### src/rtl/mips_pkg.sv
// rtl/mips_pkg.sv - shared encodings and field positions for the MIPS fetch stage
package mips_pkg;

  // next-PC select, sampled together with retire
  typedef enum logic [1:0] {
    PC_SEQ    = 2'b00,
    PC_BRANCH = 2'b01,
    PC_JUMP   = 2'b10,
    PC_REG    = 2'b11
  } pc_src_e;

  // fetch sequencer states
  typedef enum logic [1:0] {
    ST_REQ   = 2'b00,
    ST_HOLD  = 2'b01,
    ST_FAULT = 2'b10
  } fetch_state_e;

  // instruction field bit positions
  localparam int OPCODE_MSB = 31;
  localparam int OPCODE_LSB = 26;
  localparam int FUNCT_MSB  = 5;
  localparam int FUNCT_LSB  = 0;
  localparam int IMM16_MSB  = 15;
  localparam int IMM16_LSB  = 0;
  localparam int TARGET_MSB = 25;
  localparam int TARGET_LSB = 0;

endpackage

### src/rtl/next_pc_calc.sv
// rtl/next_pc_calc.sv - combinational next-PC selection and alignment check
module next_pc_calc
  import mips_pkg::*;
(
  input  logic [31:0] pc_plus4,
  input  logic [31:0] instr,
  input  logic [31:0] reg_target,
  input  logic [1:0]  pc_src,
  output logic [31:0] next_pc,
  output logic        misaligned
);

  logic [31:0] branch_off;
  logic        unused_opcode_bits;

  // word offset: sign-extended imm16 shifted left by two
  assign branch_off = {{14{instr[IMM16_MSB]}}, instr[IMM16_MSB:IMM16_LSB], 2'b00};

  // opcode bits are not needed to form any target
  assign unused_opcode_bits = ^instr[OPCODE_MSB:OPCODE_LSB];

  // select the target named by pc_src
  always_comb begin
    next_pc = pc_plus4;
    case (pc_src_e'(pc_src))
      PC_SEQ:    next_pc = pc_plus4;
      PC_BRANCH: next_pc = pc_plus4 + branch_off;
      PC_JUMP:   next_pc = {pc_plus4[31:28], instr[TARGET_MSB:TARGET_LSB], 2'b00};
      PC_REG:    next_pc = reg_target;
      default:   next_pc = pc_plus4;
    endcase
  end

  assign misaligned = |next_pc[1:0];

endmodule

### src/rtl/fetch_unit.sv
// rtl/fetch_unit.sv - MIPS instruction fetch stage: PC, imem handshake, instruction hold
module fetch_unit
  import mips_pkg::*;
#(
  parameter logic [31:0] RESET_PC = 32'h0000_0000
) (
  input  logic        clk,
  input  logic        rst_n,
  output logic        imem_req,
  output logic [31:0] imem_addr,
  input  logic        imem_ack,
  input  logic [31:0] imem_rdata,
  input  logic        retire,
  input  logic [1:0]  pc_src,
  input  logic [31:0] reg_target,
  output logic        instr_valid,
  output logic [31:0] instr,
  output logic [5:0]  opcode,
  output logic [5:0]  funct,
  output logic [31:0] pc,
  output logic [31:0] pc_plus4,
  output logic [31:0] instr_count,
  output logic        fault
);

  fetch_state_e state_q, state_d;
  logic [31:0]  next_pc;
  logic         misaligned;
  logic         take_ack;
  logic         take_retire;

  next_pc_calc u_next_pc_calc (
    .pc_plus4   (pc_plus4),
    .instr      (instr),
    .reg_target (reg_target),
    .pc_src     (pc_src),
    .next_pc    (next_pc),
    .misaligned (misaligned)
  );

  assign imem_addr   = pc;
  assign pc_plus4    = pc + 32'd4;
  assign opcode      = instr[OPCODE_MSB:OPCODE_LSB];
  assign funct       = instr[FUNCT_MSB:FUNCT_LSB];
  assign take_ack    = (state_q == ST_REQ) && imem_ack;
  assign take_retire = (state_q == ST_HOLD) && retire;

  // fetch state register
  always_ff @(posedge clk or negedge rst_n) begin
    if (!rst_n) begin
      state_q <= ST_REQ;
    end else begin
      state_q <= state_d;
    end
  end

  // next state and per-state outputs; request is gated by rst_n so it drops as reset asserts
  always_comb begin
    state_d     = state_q;
    imem_req    = 1'b0;
    instr_valid = 1'b0;
    fault       = 1'b0;
    case (state_q)
      ST_REQ: begin
        imem_req = rst_n;
        if (imem_ack) begin
          state_d = ST_HOLD;
        end
      end
      ST_HOLD: begin
        instr_valid = 1'b1;
        if (retire) begin
          state_d = misaligned ? ST_FAULT : ST_REQ;
        end
      end
      ST_FAULT: begin
        fault = 1'b1;
      end
      default: begin
        state_d = ST_REQ;
      end
    endcase
  end

  // instruction capture, PC advance and retire counting; a misaligned target leaves pc alone
  always_ff @(posedge clk or negedge rst_n) begin
    if (!rst_n) begin
      pc          <= RESET_PC;
      instr       <= 32'h0;
      instr_count <= 32'h0;
    end else begin
      if (take_ack) begin
        instr <= imem_rdata;
      end
      if (take_retire) begin
        instr_count <= instr_count + 32'd1;
        if (!misaligned) begin
          pc <= next_pc;
        end
      end
    end
  end

endmodule

### config.mk
export PLATFORM = sky130hd
export DESIGN_NAME = fetch_unit
export DESIGN_NICKNAME = d
export VERILOG_FILES = /design/src/rtl/mips_pkg.sv /design/src/rtl/next_pc_calc.sv /design/src/rtl/fetch_unit.sv
export SDC_FILE = /design/constraint.sdc
export NUM_CORES = 1
export LEC_CHECK = 0
export CORE_MARGIN = 10
export CORE_UTILIZATION = 45
export CTS_BUF_LIST = sky130_fd_sc_hd__clkbuf_4 sky130_fd_sc_hd__clkbuf_8
export CTS_CLUSTER_DIAMETER = 30
export DETAILED_ROUTE_END_ITERATION = 6
export HOLD_SLACK_MARGIN = 0.08
export PLACE_DENSITY = 0.79
export REMOVE_ABC_BUFFERS = 1
export SLEW_MARGIN = 20
export SYNTH_ARGS = -nofsm -noshare
export SYNTH_HDL_FRONTEND = slang
export SYNTH_SLANG_ARGS = --single-unit
### constraint.sdc
create_clock -name clk -period 4.2 [get_ports clk]
set_input_delay 0.63 -clock clk [delete_from_list [all_inputs] [get_ports clk]]
set_output_delay 0.63 -clock clk [all_outputs]
set_load 0.005 [all_outputs]
==> results of run 1 <==
==> routing by layer <==
layer | GRT usage (%) | wire length, um | vias up | share of wire, %
met1 | 25.1 | 9650 | 3162 | 41
li1 | - | - | 3092 | -
met2 | 36.2 | 11400 | 239 | 48
met5 | 0 | 0 | - | 0
met4 | 5.76 | 395 | 0 | 1.7
met3 | 8.93 | 2340 | 26 | 9.8
==> worst max-delay path, cell delays in order, from the launching register on <==
cell	delay (ps)
dfrtp_1	450
ha_1	240
nand4_1	240
nor2_1	220
nand2_1	90
xnor2_1	310
ha_1	360
a21o_1	220
a21o_1	200
a2111oi_2	400
and4bb_1	260
o31ai_2	420
o21bai_1	180
xnor2_1	180
a21oi_1	100
==> worst paths after layout <==
check / startpoint / slack, ps / end / cells after the start
worst max-delay path: imem_addr[2]$_DFFE_PN0P_ / 180 / imem_addr[25]$_DFFE_PN0P_ / 14
worst min-delay path: rst_n / 200 / instr[19]$_DFFE_PN0P_ / 1
worst max register to register: imem_addr[2]$_DFFE_PN0P_ / 180 / imem_addr[25]$_DFFE_PN0P_ / 14
worst min register to register: instr_count[17]$_DFFE_PN0P_ / 490 / instr_count[17]$_DFFE_PN0P_ / 1
max in group asynchronous: rst_n / 2740 / imem_addr[10]$_DFFE_PN0P_ / 2
min in group clk: instr_count[17]$_DFFE_PN0P_ / 490 / instr_count[17]$_DFFE_PN0P_ / 1
==> registers in the layout, indices dropped and copies added (netlist names) <==
name / flops
instr_count: 32
instr: 32
imem_addr: 32
state_q: 2
==> metrics by stage <==
step / area (um^2) / hold WS [ps] / setup TNS (ps) / setup WS [ps] / utilization (%)
5_1_grt: 9750 / 227 / -214 / -79.3 / 62.0
6_report: 9750 / 200 / 0 / 185 / 62.0
3_5_place_dp: 9510 / 477 / 0 / 47.1 / 60.5
2_1_floorplan: 6720 / 334 / 0 / 561 / -
3_3_place_gp: 9510 / 457 / 0 / 222 / 60.5
4_1_cts: 9710 / 210 / 0 / 31.9 / 61.8
==> cells by family (layout without fill, tap and decap cells) <==
| family | count (synthesis) | in the layout |
|---|---|---|
| and+or+nand+nor | 242 | 242 |
| AOI/OAI and AO/OA | 157 | 157 |
| DFF | 98 | 98 |
| buffers and inverters | 85 | 289 |
| xor gates and xnor gates | 82 | 82 |
| muxes | 63 | 63 |
| adders and majority gates | 36 | 36 |
==> layout by cell type, fill, tap and decap left out, types with 13 or more instances in the layout <==
master           netlist  layout
o21ai_0               25      25
inv_1                 16      16
mux2_2                36      36
a21oi_1               46      46
ha_1                  35      35
xnor2_1               50      50
clkdlybuf4s50_1        0     241
nand2_1               88      88
xor2_1                31      30
nor2_1                51      50
a21o_1                13      13
mux2i_1               17      17
nand3_1               20      20
and3_1                17      17
dfrtp_1               98      97
buf_4                 46      14
==> layout make-up <==
| type | instances | area [um^2] |
|---|---|---|
| Clock buffer | 9 | 124 |
| Clock inverter | 7 | 76.3 |
| Fill cell | 1341 | 5960 |
| Inverter | 16 | 60.1 |
| Multi-Input combinational cell | 580 | 4240 |
| Sequential cell | 98 | 2450 |
| Tap cell | 216 | 270 |
| Timing Repair Buffer | 257 | 2530 |
==> power groups by stage <==
stage | logic, W | registers [W] | clock network, W
floorplan | 0.00282 | 0.00172 | 0
global placement | 0.00500 | 0.00178 | 0
detailed placement | 0.00504 | 0.00179 | 0
CTS | 0.00508 | 0.00178 | 0.000677
global route | 0.00557 | 0.00185 | 0.000709
finish | 0.00508 | 0.00177 | 0.000655
==> repair_timing <==
item                                   CTS  global route
gates resized for setup                  0             4
setup buffers                            0             3
endpoints found under the hold margin    0             0
setup endpoints to repair                0            10
==> summary.txt, run 1 <==
Status
  – Status: complete, no violations

Yosys
  – Ys flop type: dfrtp_1
  – Post-synthesis register bit count: 98
  – Syn Inst Count: 763
  – Synth area leaders: dfrtp_1 (34%), ha_1 (6.1%), xnor2_1 (6.1%)
  – Synth Area in Adders: 6.40%
  – Main combinational cell family by area after synthesis: simple AND/OR/NAND/NOR gates
  – Post-Syn Area per Cell: 9.38 um^2
  – Post-synth top area cell: dfrtp_1
  – Synth warn: 0
  – Commonest cells post-synth: dfrtp_1 (98), nand2_1 (88), nor2_1 (51)
  – Top-count cell post-synth: dfrtp_1
  – EDFF count, synth: 0
  – Post-synth ARST share: 100%
  – Cell area after synthesis: 7160 um^2
  – Simple-gate share of the synthesized area: 16.9%
  – Synth Area in Compound Gates: 14.2%
  – Yosys cell types: 72
  – Share of the synthesized area in the top cell type: 34.3%
  – XOR/XNOR share of the synthesized area: 10.1%
  – Mux cell area share after synthesis: 11.2%
  – Sequential element share of the synthesized area: 34.3%

CTS
  – CTS tree: built
  – Clock buffer depth: 2
  – Htree depth: 3
  – CTS clk-pin slew, worst paths: 120 ps
  – Sink Count: 98
  – Hold_buf cts: 0
  – Latest clock arrival within the worst-skew pair: 410 ps
  – TritonCTS buffer count: 9
  – CTS Root Buffer Type: clkbuf_8

Drt
  – TritonRoute pass-1 iters: 5
  – Drt wl/cell: 20.1 um
  – Final ANT Viol Nets: 0
  – Drt drc: 0
  – Initial DRC count: 412
  – Vias/cell: 5.51
  – Final wirelength: 23800 um
  – Via total after detailed routing: 6519

Power
  – Clk pwr share: 8.7%
  – Register share of total power: 23.6%
  – Switching share of power: 43.9%
  – Total power: 0.00751 W
  – Sw power: 0.00330 W
  – Worst vdd ir: 0.000523 V
  – Leakage Power: 4.17 nW
  – Int Pwr: 0.00421 W
  – Comb pwr share: 67.7%
  – Power Dens Cells: 771 nW/um^2

Critical path
  – Worst setup SP type: flop
  – Critical Path RT: 4450 ps
  – CP max FO: 6
  – CP endpoint kind: flop
  – Crit path DAT: 4270 ps
  – WS Path Type: flop to flop

Global routing
  – Initial antenna violation count: 0
  – GRT Total Usage: 21.7%
  – Largest net degree at the start of global routing: 57
  – Aggregate global routing overflow: 0
  – First-pass GRT wire length: 37500 um
  – Vias in the first global route: 6682

Worst hold path
  – Worst Hold Class: input pin to async pin

STA
  – Fin crit period: 4020 ps
  – Rel. slew slack: 45.5%
  – Slew Viols, Final: 0
  – Final Hold Fails: 0
  – Slew @ Worst Pin: 810 ps
  – Final setup viols: 0
  – Crit share post-route: 95.6%
  – Clock Skews: 15.6 ps
  – Fmax achieved: 0.249 GHz

Floorplan
  – Die H: 146 um
  – Core area: 15700 um^2
  – Die width: 146 um
  – Die area: 21300 um^2
  – Starting Density: 45.5%
  – Ports: 245
  – Cell Rows: 46

Cells and area
  – Syn-to-layout area delta: 36.2%
  – Share of layout cells above drive strength 1: 10.2%
  – Fin cells: 1183
  – Antenna Cells: 0
  – Final #Nets: 1068

Run
  – Max_cap viols: 0

Placed design
  – Inst Count DP: 1164
  – Port bufs: 244
  – RD Place Congestion: 0.926
  – Hpwl dp: 18500 um
Power figures use the tool's default switching activity.
==> run 2: changes to the inputs <==
Settings changed: CTS_BUF_LIST sky130_fd_sc_hd__clkbuf_4 sky130_fd_sc_hd__clkbuf_8 to unset.
==> summary.txt, run 2 (synthesis gave the netlist of run 1 again) <==
Status
  – Status: complete, no violations (unchanged)

Critical path
  – Worst Reg2Reg Path Length in Cells: 14 (unchanged)
  – Worst R2R Start: imem_addr[2]$_DFFE_PN0P_ (unchanged)
  – CP Buf/Inv Count: 0 (unchanged)
  – Crit-path cells: ha_1 -> nand4_1 -> nor2_1 -> nand2_1 -> xnor2_1 -> ha_1 -> a21o_1 -> a21o_1 -> a2111oi_2 -> and4bb_1 -> o31ai_2 -> o21bai_1 -> xnor2_1 -> a21oi_1 (unchanged)
  – Crit path DAT: 4220 ps (was 4270 ps)
  – CP max stage delay: 440 ps (was 450 ps)
  – CP endpoint kind: flop (unchanged)
  – Critical Path RT: 4410 ps (was 4450 ps)
  – End of the worst register-to-register path: imem_addr[25]$_DFFE_PN0P_ (unchanged)
  – CP top delay family: compound AO/OA/AOI/OAI gates (unchanged)
  – Worst setup SP type: flop (unchanged)
  – Reg2Reg Setup Slack: 190 ps (was 180 ps)
  – Worst path slowest cell: dfrtp_1 (unchanged)
  – WS Path Type: flop to flop (unchanged)
  – CP max FO: 6 (unchanged)

Power
  – Comb pwr share: 65.8% (was 67.7%)
  – Int Pwr: 0.00440 W (was 0.00421 W)
  – Power Dens Cells: 784 nW/um^2 (was 771 nW/um^2)
  – Switching share of power: 42.9% (was 43.9%)
  – Leakage Power: 4.21 nW (was 4.17 nW)
  – Sw power: 0.00331 W (was 0.00330 W)
  – Register share of total power: 23.0% (was 23.6%)
  – Clk pwr share: 11.2% (was 8.7%)
  – Worst vdd ir: 0.000456 V (was 0.000523 V)

CTS
  – CTS Root Buffer Type: clkbuf_16 (was clkbuf_8)
  – CTS clk-pin slew, worst paths: 80 ps (was 120 ps)
  – Latest clock arrival within the worst-skew pair: 360 ps (was 410 ps)
  – CTS tree: built (unchanged)
  – TritonCTS buffer count: 9 (unchanged)
  – Htree depth: 3 (unchanged)
  – Clock buffer depth: 2 (unchanged)
  – Hold_buf cts: 0 (unchanged)
  – Sink Count: 98 (unchanged)

STA
  – Clock Skews: 10.8 ps (was 15.6 ps)
  – Fin crit period: 4010 ps (was 4020 ps)
  – Fmax achieved: 0.249 GHz (about the same)
  – Final setup viols: 0 (unchanged)
  – Final setup margin: 188 ps (was 185 ps)
  – Rel. slew slack: 46.6% (was 45.5%)
  – Slew @ Worst Pin: 793 ps (was 810 ps)
  – Slew Viols, Final: 0 (unchanged)
  – Crit share post-route: 95.5% (was 95.6%)
  – Min Hold Slack: 251 ps (was 200 ps)
  – Final Hold Fails: 0 (unchanged)

Global routing
  – GRT Total Usage: 21.7% (about the same)
  – First-pass GRT wire length: 37500 um (about the same)
  – Largest net degree at the start of global routing: 57 (unchanged)
  – Initial antenna violation count: 0 (unchanged)
  – Vias in the first global route: 6671 (was 6682)
  – Aggregate global routing overflow: 0 (unchanged)

Worst hold path
  – Worst Hold Class: input pin to async pin (unchanged)

Cells and area
  – Most frequent cells in the layout: clkdlybuf4s50_1 (241), dfrtp_1 (97), nand2_1 (88), nor2_1 (50), xnor2_1 (50) (unchanged)
  – Final #Nets: 1067 (was 1068)
  – Syn-to-layout area delta: 37.5% (was 36.2%)
  – Antenna Cells: 0 (unchanged)
  – Share of layout cells above drive strength 1: 10.1% (was 10.2%)
  – Commonest non-fill, non-tap cell in the layout: clkdlybuf4s50_1 (unchanged)
  – FILL cells: 1331 (was 1341)

Drt
  – Drt drc: 0 (unchanged)
  – Vias/cell: 5.46 (was 5.51)
  – Final ANT Viol Nets: 0 (unchanged)
  – Final wirelength: 23700 um (was 23800 um)
  – Via total after detailed routing: 6457 (was 6519)
  – Initial DRC count: 407 (was 412)
  – TritonRoute pass-1 iters: 5 (unchanged)
  – Drt wl/cell: 20.1 um (about the same)

Placed design
  – DP Worst Slack: 47.1 ps (unchanged)
  – Port bufs: 244 (unchanged)
  – RD Place Congestion: 0.926 (unchanged)
  – Hpwl dp: 18500 um (unchanged)

Run
  – Max_cap viols: 0 (unchanged)

Floorplan
  – Cell Rows: 46 (unchanged)
  – Core area: 15700 um^2 (unchanged)
  – Die area: 21300 um^2 (unchanged)
  – Starting Density: 45.5% (unchanged)
  – Die width: 146 um (unchanged)
  – Die H: 146 um (unchanged)
  – Ports: 245 (unchanged)
[run 2: layout make-up]
class                      instances  area [um^2]  area share [%]
clock inverter                     7         76.3           0.775
multi-input combinational        580         4240            43.0
sequential                        98         2450            24.9
timing repair buffer             256         2520            25.6
inverter                          16         60.1           0.610
tap                              216          270            2.75
clock buffer                       9          225            2.29
[run 2: repair_timing]
action / 4_1_cts / 5_1_grt
buffers inserted: 0 / 2
resized for setup: 0 / 4
setup endpoints to repair: 0 / 8
[run 2: how the worst max path moves through the flow]
| stage | startpoint | end | slack, ps | cells past startpoint |
|---|---|---|---|---|
| after global placement | imem_addr[2]$_DFFE_PN0P_ | imem_addr[30]$_DFFE_PN0P_ | 220 | 15 |
| after CTS | imem_addr[2]$_DFFE_PN0P_ | imem_addr[22]$_DFFE_PN0P_ | 30 | 15 |
| after detailed placement | imem_addr[2]$_DFFE_PN0P_ | imem_addr[22]$_DFFE_PN0P_ | 50 | 15 |
| after global routing | imem_addr[11]$_DFFE_PN0P_ | imem_addr[30]$_DFFE_PN0P_ | -70 | 15 |
| final | imem_addr[2]$_DFFE_PN0P_ | imem_addr[25]$_DFFE_PN0P_ | 190 | 14 |
| after floorplan | imem_ack | instr[0]$_DFFE_PN0P_ | 560 | 2 |
[run 2: routing by layer]
layer  routed length [um]  GRT usage, %
met5                    0             0
met3                 2210          8.13
met1                 9660          25.3
met2                11500          36.3
met4                  386          6.41
[run 2: power by group through the flow]
stage               logic, W  clock network [W]  registers, W
CTS                  0.00508           0.000884       0.00178
finish               0.00507           0.000864       0.00178
detailed placement   0.00504                  0       0.00179
global route         0.00557           0.000917       0.00185
floorplan            0.00282                  0       0.00172
global placement     0.00500                  0       0.00178
[run 2: per-stage QoR]
| step | instances | utilization (%) | cell area, um^2 | TNS (ps) | total power, W |
|---|---|---|---|---|---|
| 6_report | 1182 | 62.6 | 9840 | 0 | 0.00771 |
| 5_1_grt | 1182 | 62.6 | 9840 | -205 | 0.00834 |
| 4_1_cts | 1180 | 62.4 | 9810 | 0 | 0.00774 |
| 3_5_place_dp | 1164 | 60.5 | 9510 | 0 | 0.00683 |
| 3_3_place_gp | 1164 | 60.5 | 9510 | 0 | 0.00678 |
| 2_1_floorplan | 694 | - | 6720 | 0 | 0.00454 |
